<file path="src/rtl/reg_wr_arbiter.sv">
// Write-port arbiter for one shared enabled register: round-robin data writes
// among N_REQ requesters, with sticky clear/preset commands that take priority.
module reg_wr_arbiter #(
  parameter int N_REQ = 4,
  parameter int DW    = 8,
  parameter int IDW   = 2
) (
  input  logic                clk,
  input  logic                rst,
  input  logic [N_REQ-1:0]    req,
  input  logic [N_REQ*DW-1:0] wdata,
  input  logic                clr_req,
  input  logic                set_req,
  output logic [N_REQ-1:0]    gnt,
  output logic [IDW-1:0]      gnt_id,
  output logic                reg_we,
  output logic [DW-1:0]       reg_d,
  output logic                reg_clr,
  output logic                reg_set,
  output logic                busy,
  output logic [2:0]          dbg_state
);

  typedef enum logic [2:0] {
    S_IDLE  = 3'd0,
    S_CLR   = 3'd1,
    S_SET   = 3'd2,
    S_GUARD = 3'd3,
    S_WRITE = 3'd4
  } state_t;

  state_t             state_q, state_n;
  logic               clr_pend_q, clr_pend_n;
  logic               set_pend_q, set_pend_n;
  logic [IDW-1:0]     ptr_q, ptr_n;

  logic               clr_eff, set_eff;
  logic [N_REQ-1:0]   elig;
  logic               found;
  logic [IDW-1:0]     win;

  logic [N_REQ-1:0]   gnt_n;
  logic [IDW-1:0]     gnt_id_n;
  logic               reg_we_n, reg_clr_n, reg_set_n, busy_n;
  logic [DW-1:0]      reg_d_n;

  // Handshake: a write transfers when req[i] and gnt[i] are both high at a
  // rising edge; the requester holds req until then and may drop it after.
  // The requester granted this cycle sits out the next arbitration.
  assign clr_eff = clr_pend_q | clr_req;
  assign set_eff = set_pend_q | set_req;
  assign elig    = req & ((state_q == S_WRITE) ? ~gnt : {N_REQ{1'b1}});

  // Round-robin search starting at the pointer, wrapping modulo N_REQ.
  always_comb begin
    found = 1'b0;
    win   = '0;
    for (int k = 0; k < N_REQ; k++) begin
      int idx;
      idx = int'(ptr_q) + k;
      if (idx >= N_REQ) idx = idx - N_REQ;
      if (!found && elig[idx]) begin
        found = 1'b1;
        win   = IDW'(idx);
      end
    end
  end

  // Next-state: commands always win the evaluation, then data writes.
  always_comb begin
    state_n    = state_q;
    clr_pend_n = clr_eff;
    set_pend_n = set_eff;
    ptr_n      = ptr_q;
    case (state_q)
      S_CLR, S_SET: state_n = S_GUARD;
      default: begin
        if (clr_eff) begin
          state_n    = S_CLR;
          clr_pend_n = 1'b0;
        end else if (set_eff) begin
          state_n    = S_SET;
          set_pend_n = 1'b0;
        end else if (found) begin
          state_n = S_WRITE;
          ptr_n   = (win == IDW'(N_REQ - 1)) ? '0 : win + IDW'(1);
        end else begin
          state_n = S_IDLE;
        end
      end
    endcase
  end

  // Output values for the coming cycle; registered together with the state.
  always_comb begin
    gnt_n     = '0;
    gnt_id_n  = gnt_id;
    reg_we_n  = 1'b0;
    reg_d_n   = reg_d;
    reg_clr_n = (state_n == S_CLR);
    reg_set_n = (state_n == S_SET);
    if (state_n == S_WRITE) begin
      gnt_n[win] = 1'b1;
      gnt_id_n   = win;
      reg_we_n   = 1'b1;
      reg_d_n    = wdata[win*DW +: DW];
    end
    busy_n = clr_pend_n | set_pend_n |
             (state_n == S_CLR) | (state_n == S_SET) | (state_n == S_GUARD);
  end

  always_ff @(posedge clk or posedge rst) begin
    if (rst) begin
      state_q    <= S_IDLE;
      clr_pend_q <= 1'b0;
      set_pend_q <= 1'b0;
      ptr_q      <= '0;
      gnt        <= '0;
      gnt_id     <= '0;
      reg_we     <= 1'b0;
      reg_d      <= '0;
      reg_clr    <= 1'b0;
      reg_set    <= 1'b0;
      busy       <= 1'b0;
    end else begin
      state_q    <= state_n;
      clr_pend_q <= clr_pend_n;
      set_pend_q <= set_pend_n;
      ptr_q      <= ptr_n;
      gnt        <= gnt_n;
      gnt_id     <= gnt_id_n;
      reg_we     <= reg_we_n;
      reg_d      <= reg_d_n;
      reg_clr    <= reg_clr_n;
      reg_set    <= reg_set_n;
      busy       <= busy_n;
    end
  end

  assign dbg_state = state_q;

endmodule
</file>
<file path="config.mk">
export PLATFORM = sky130hd
export DESIGN_NAME = reg_wr_arbiter
export DESIGN_NICKNAME = d
export VERILOG_FILES = /design/src/rtl/reg_wr_arbiter.sv
export SDC_FILE = /design/constraint.sdc
export NUM_CORES = 1
export LEC_CHECK = 0
export CAP_MARGIN = 20
export CORE_ASPECT_RATIO = 1.1
export CORE_UTILIZATION = 40
export CTS_CLUSTER_DIAMETER = 50
export CTS_CLUSTER_SIZE = 16
export DETAILED_ROUTE_END_ITERATION = 16
export PLACE_DENSITY = 0.79
export SKIP_LAST_GASP = 1
export SLEW_MARGIN = 20
export SYNTH_ARGS = -nofsm -noshare
export SYNTH_HDL_FRONTEND = slang
export SYNTH_SLANG_ARGS = --single-unit
</file>
<file path="constraint.sdc">
create_clock -name clk -period 3.1 [get_ports clk]
set_input_delay 0.62 -clock clk [delete_from_list [all_inputs] [get_ports clk]]
set_output_delay 0.62 -clock clk [all_outputs]
set_load 0.05 [all_outputs]
</file>
==> metrics.md, run 1 <==
| Metric | Value |
|---|---|
| Outcome | finished, final reports clean |
| Filler Cell Count | 269 |
| #FFs+latches synth | 25 |
| CTS resizes | 0 |
| Most frequent cells in the layout | 60 x clkdlybuf4s50_1, 25 x dfrtp_1, 21 x nand2_1 |
| Floorplan row count | 21 |
| CTS clock-pin slew for the worst setup and hold paths | 0.13 ns |
| Place WS | 0.505 ns |
| Synthesis-to-layout area growth | 51.3% |
| Met3 Routed Length | 209 um |
| Fin. max-slew vios | 0 |
| Distinct cells, synth | 29 |
| Num ports | 61 |
| PD cells | 827 nW/um^2 |
| Die area | 3420 um^2 |
| CP max FO | 13 |
| Post-synth EDFFs | 0 |
| Ys flop type | dfrtp_1 |
| Htree depth | 1 |
| Gpl congestion | 0.741 |
| Total Wirelength | 2800 um |
| Setup TNS | 0 ns |
| Syn_nets | 161 |
| DRC | 0 |
| GRT Util Overall | 0.170 |
| Global-route wire length before repair | 4580 um |
| Met1 Wirelength | 1140 um |
| Antenna violations before repair | 0 |
| RSZ-0062 raised after global routing | false |
| Synth warnings | 0 |
| NumNets Final | 224 |
| LEAKAGE | 0.886 nW |
| Vias per cell | 5.23 |
| Post-CTS Repair Setup Buffers | 0 |
| TritonRoute pass-1 iters | 4 |
| Peak Freq | 0.419 GHz |
| CTS buffer count | 3 |
| Total gr overflow | 0 |
| Final setup fails | 0 |
| Post-DRT Antenna Nets | 0 |
| Min cycle time layout | 2.39 ns |
| XOR/XNOR share of the synthesized area | 0.00686 |
| Layout cells sized above 1 | 0.0670 |
| Setup crit start kind | register |
| Hold WC Path Type | reg -> reg |
| Via count | 1113 |
| Core Area | 3050 um^2 |
| Starting Density | 0.419 |
| Tcrit/Tclk final | 0.770 |
| Root Buffer | clkbuf_4 |
| # diodes | 0 |
| Critical path required time | 3.28 ns |
| Post-synth ARST share | 1.00 |
| Worst-margin pin slew | 0.880 ns |
| Total area of sequential cells | 626 um^2 |
| Met2 WL | 1440 um |
| Hold_buf cts | 0 |
| Post-Syn Area | 1280 um^2 |
| Initial DRC Count | 17 |
| Mux share of post-synthesis cell area | 0.125 |
| Hpwl dp | 2280 um |
| Cells after synthesis | 117 |
| Final hold vios | 0 |
| Footprint of the multi-input gates | 616 um^2 |
| Post-Synth Adder-Cell Area | 0.0392 |
| Vias in the first global route | 1115 |
| Bufs on Longest Clock Path | 2 |
| Setup CP Type | reg -> reg |
| Arrival time worst endpoint | 2.57 ns |
| Critical path endpoint category | register |
| Clock sink count | 25 |
| Skew-Pair Late Insertion Delay | 0.30 ns |
| Largest net degree at the start of global routing | 26 |
| Commonest non-fill, non-tap cell in the layout | clkdlybuf4s50_1 |
| Chip width | 55.9 um |
| Max-cap violations | 0 |
| Clock Skew | 0.00234 ns |
| CTS tree | yes |
| Largest family of logic cells by synthesized area | simple AND/OR/NAND/NOR gates |
| Worst setup margin | 0.714 ns |
| Post-synthesis sequential area ratio | 0.490 |
| WL/cell | 13.2 um |
| Avg Synthesized Cell Area | 10.9 um^2 |
| Top Metal Used | met4 |
| Compound-gate portion of the synthesized area | 0.138 |
| Slew HR | 0.412 |
| Height of the chip | 61.2 um |
| Maximum vdd drop | 0.000488 V |
| PortBufs | 60 |
| Simple-Gate Fraction of Synth Area | 0.173 |
[per-layer routing]
| layer | track usage | up-vias |
|---|---|---|
| met5 | 0 | - |
| met4 | 0.0662 | 0 |
| met3 | 0.0483 | 2 |
| met2 | 0.315 | 42 |
| met1 | 0.191 | 528 |
| li1 | - | 541 |
[critical path, cell delays in order (launching register included)]
cell,delay [ns]
dfrtp_1,0.44
nor3b_1,0.36
a21bo_2,0.23
a21boi_1,0.27
a31o_2,0.38
inv_2,0.14
nand2_1,0.27
o221ai_1,0.18
[stage by stage]
step                      total power, mW  area, um^2  hold WS [ns]  std cells   util
after floorplan                      1.17        1280         0.458        117      -
after global placement               1.45        1900         0.474        209  0.624
after detailed placement             1.47        1900         0.483        209  0.624
after CTS                            1.61        1930         0.499        213  0.633
after global routing                 1.70        1930         0.524        213  0.633
final                                1.60        1930         0.501        213  0.633
[flip-flops by register name (all words and copies together) (netlist names)]
name and count:
dbg_state 3, clr_pend_q 1, set_pend_q 1, ptr_q 2
reg_clr 1, gnt 4, reg_we 1, busy 1
gnt_id 2, reg_d 8, reg_set 1
[path summary, 6_finish.rpt]
| check | from | end | slack (ns) | depth (start not counted) |
|---|---|---|---|---|
| worst max register to register | dbg_state[1]$_DFF_PP0_ | reg_d[1]$_DFFE_PP0P_ | 0.71 | 7 |
| worst max-delay path | dbg_state[1]$_DFF_PP0_ | reg_d[1]$_DFFE_PP0P_ | 0.71 | 7 |
| worst min register to register | clr_pend_q$_DFF_PP0_ | dbg_state[1]$_DFF_PP0_ | 0.50 | 1 |
| worst min-delay path | clr_pend_q$_DFF_PP0_ | dbg_state[1]$_DFF_PP0_ | 0.50 | 1 |
| max in group asynchronous | rst | busy$_DFF_PP0_ | 1.78 | 2 |
| min in group asynchronous | rst | reg_d[4]$_DFFE_PP0P_ | 0.78 | 2 |
[power breakdown]
part / total (mW) / switching [mW] / internal (mW)
clock network: 0.137 / 0.0891 / 0.0481
registers: 0.523 / 0.0817 / 0.441
logic: 0.936 / 0.579 / 0.356
total: 1.60 / 0.750 / 0.846
[synth_stat cells, drive strengths merged (2+ instances only)]
master	instances	area share
a211oi	2	0.020
nor3b	2	0.012
nor2	5	0.015
buf	2	0.013
ha	4	0.039
o221ai	8	0.055
dfrtp	25	0.49
and3	2	0.0098
mux2i	16	0.13
nor4bb	2	0.016
and2	5	0.025
nand2	22	0.071
a21bo	2	0.016
o21ai	2	0.0078
nand3	3	0.012
o21a	2	0.012
inv	5	0.015
[kinds of logic (layout without fill, tap and decap cells)]
kind of cell,after synthesis,after routing
simple gates,43,43
flops,25,25
compound gates,21,21
mux,16,16
buf+inv,7,69
fa+ha+maj,4,4
xor+xnor,1,1
[final cells by class]
type / count / share of cell area
inverter: 5 / 0.00972
timing repair buffer: 60 / 0.311
clock buffer: 3 / 0.0117
sequential: 25 / 0.324
multi-input combinational: 85 / 0.319
clock inverter: 1 / 0.00259
tap: 34 / 0.0220
Power figures use the tool's default switching activity.
==> inputs of run 2 (changes only) <==
--- a/config.mk
+++ b/config.mk
@@ -7,11 +7,11 @@
 export LEC_CHECK = 0
 export CAP_MARGIN = 20
 export CORE_ASPECT_RATIO = 1.1
-export CORE_UTILIZATION = 40
+export CORE_UTILIZATION = 36
 export CTS_CLUSTER_DIAMETER = 50
 export CTS_CLUSTER_SIZE = 16
 export DETAILED_ROUTE_END_ITERATION = 16
-export PLACE_DENSITY = 0.79
+export PLACE_DENSITY = 0.75
 export SKIP_LAST_GASP = 1
 export SLEW_MARGIN = 20
 export SYNTH_ARGS = -nofsm -noshare
==> constraint.sdc (replaced) <==
create_clock -name clk -period 2.1 [get_ports clk]
set_input_delay 0.42 -clock clk [delete_from_list [all_inputs] [get_ports clk]]
set_output_delay 0.42 -clock clk [all_outputs]
set_load 0.05 [all_outputs]
==> run 2 against run 1 <==
Global-route usage up 2.6 points. Clock power grew 62%. Clock skew up 0.0079 ns. Via count rose by 6.1%. Hold slack got worse by 0.080 ns. Critical path type is now reg -> out. Largest cell class is now buffers. Largest power group unchanged.
==> metrics.md, run 2 (same netlist as run 1, synthesis figures left out) <==
| Metric | Value |
|---|---|
| Max-cap violations | 0 |
| Commonest non-fill, non-tap cell in the layout | clkdlybuf4s50_1 |
| Tcrit/Tclk final | 0.956 |
| Htree depth | 1 |
| GRT Util Overall | 0.196 |
| Largest net degree at the start of global routing | 26 |
| Layout cells sized above 1 | 0.188 |
| Synthesis-to-layout area growth | 64.7% |
| Root Buffer | clkbuf_4 |
| Chip width | 58.8 um |
| Peak Freq | 0.498 GHz |
| Via count | 1181 |
| Total area of sequential cells | 632 um^2 |
| Filler Cell Count | 288 |
| Gpl congestion | 0.844 |
| Core Area | 3360 um^2 |
| Most frequent cells in the layout | 60 x clkdlybuf4s50_1, 20 x dfrtp_1, 19 x nand2_1 |
| Setup crit start | dbg_state[0]$_DFF_PP0_ |
| Worst-margin pin slew | 0.516 ns |
| PD cells | 1220 nW/um^2 |
| CP max FO | 5 |
| Max stage delay cell, worst path | clkdlybuf4s50_1 |
| Register with the most flip-flops | reg_d |
| Vias per cell | 4.92 |
| Vias in the first global route | 1238 |
| Total Wirelength | 3370 um |
| NumNets Final | 237 |
| Total gr overflow | 0 |
| Height of the chip | 64.4 um |
| CTS clock-pin slew for the worst setup and hold paths | 0.15 ns |
| Cells on worst reg2reg path | 7 |
| RR Endpoint | reg_d[5]$_DFFE_PP0P_ |
| Slew HR | 0.655 |
| Fin. max-slew vios | 0 |
| R2r setup slk | 0.11 ns |
| Final core utilization | 0.626 |
| Hpwl dp | 2650 um |
| Post-DRT Antenna Nets | 0 |
| CP top delay family | buffers and inverters |
| Clock Skew | 0.0103 ns |
| Critical path endpoint category | output port |
| Die area | 3790 um^2 |
| Worst setup endpoint | dbg_state[0] |
| WL/cell | 14.0 um |
| DRC | 0 |
| Worst path bufs/invs | 1 |
| Starting Density | 0.380 |
| Met2 GRT Util | 0.342 |
| Hold WC Path Type | in -> async |
| CTS tree | yes |
| Critical-path cell list | clkdlybuf4s50_1 |
| Antenna violations before repair | 0 |
| LEAKAGE | 0.961 nW |
| Setup CP Type | reg -> out |
| RSZ-0062 raised after global routing | false |
| Initial DRC Count | 26 |
| Critical path depth in cells | 1 |
| Arrival time worst endpoint | 1.59 ns |
| Critical path required time | 1.68 ns |
| Global-route wire length before repair | 5550 um |
| Met3 Track Usage GR | 0.0279 |
| Outcome | finished, final reports clean |
| Max reg flops | 8 |
| Pwr Total | 2.57 mW |
| PortBufs | 60 |
| Bufs on Longest Clock Path | 2 |
| Maximum vdd drop | 0.000612 V |
| Skew-Pair Late Insertion Delay | 0.33 ns |
| Final setup fails | 0 |
| TritonRoute pass-1 iters | 6 |
| Global-route met1 utilization | 0.219 |
| Floorplan row count | 22 |
| Most used routing layer | met2 |
| Final hold vios | 0 |
| Num ports | 61 |
| Max stage delay on crit path | 0.81 ns |
| Setup crit start kind | register |
| CTS buffer count | 3 |
| Reg2reg start | dbg_state[1]$_DFF_PP0_ |
| # diodes | 0 |
| Clock sink count | 25 |
| Footprint of the multi-input gates | 653 um^2 |
| Min cycle time layout | 2.01 ns |
## run 2: stage by stage
stage / std cells / instance area [um^2] / TNS, ns / setup WS (ns) / hold WS (ns)
floorplan: 117 / 1290 / 0 / 0.0127 / 0.447
global placement: 233 / 2020 / -1.11 / -0.127 / 0.460
detailed placement: 233 / 2020 / -1.97 / -0.225 / 0.478
CTS: 238 / 2060 / 0 / 0.0104 / 0.444
global route: 240 / 2100 / 0 / 0.00153 / 0.441
finish: 240 / 2100 / 0 / 0.0931 / 0.420
## run 2: how the worst min path moves through the flow
stage / slack, ns / to / depth (start not counted)
floorplan: 0.45 / busy$_DFF_PP0_ / 1
global placement: 0.46 / gnt_id[1]$_DFFE_PP0P_ / 2
detailed placement: 0.48 / gnt_id[1]$_DFFE_PP0P_ / 2
CTS: 0.44 / reg_d[2]$_DFFE_PP0P_ / 3
global route: 0.44 / reg_d[2]$_DFFE_PP0P_ / 3
finish: 0.42 / reg_d[2]$_DFFE_PP0P_ / 3
## run 2: area by class of cell
class	count	share of cell area
Clock buffer	3	0.0107
Clock inverter	1	0.00238
Inverter	5	0.00893
Multi-Input combinational cell	85	0.311
Sequential cell	25	0.301
Tap cell	48	0.0286
Timing Repair Buffer	73	0.338
## run 2: report_power, final
part           switching (mW)  total [mW]  internal, mW
Clock                   0.151       0.222        0.0714
Combinational           0.903        1.56         0.657
Sequential              0.134       0.790         0.656
Total                    1.19        2.57          1.38
## run 2: metal layers
layer	vias to the layer above	wire length (um)
li1	572	-
met1	565	1310
met2	36	1840
met3	8	129
met4	0	91
met5	-	0
## run 2: what timing repair did
action / in CTS / in global routing
pin swaps: 1 / 2
resized for setup: 2 / 3
buffers inserted: 1 / 2
gates cloned: 0 / 0
setup endpoints to repair: 7 / 8
hold buffers: 0 / 0
==> inputs of run 3 (changes only) <==
--- a/config.mk
+++ b/config.mk
@@ -5,7 +5,6 @@
 export SDC_FILE = /design/constraint.sdc
 export NUM_CORES = 1
 export LEC_CHECK = 0
-export CAP_MARGIN = 20
 export CORE_ASPECT_RATIO = 1.1
 export CORE_UTILIZATION = 36
 export CTS_CLUSTER_DIAMETER = 50
==> results of run 3 <==
Final layout, timing and power as in run 2 (identical DEF).
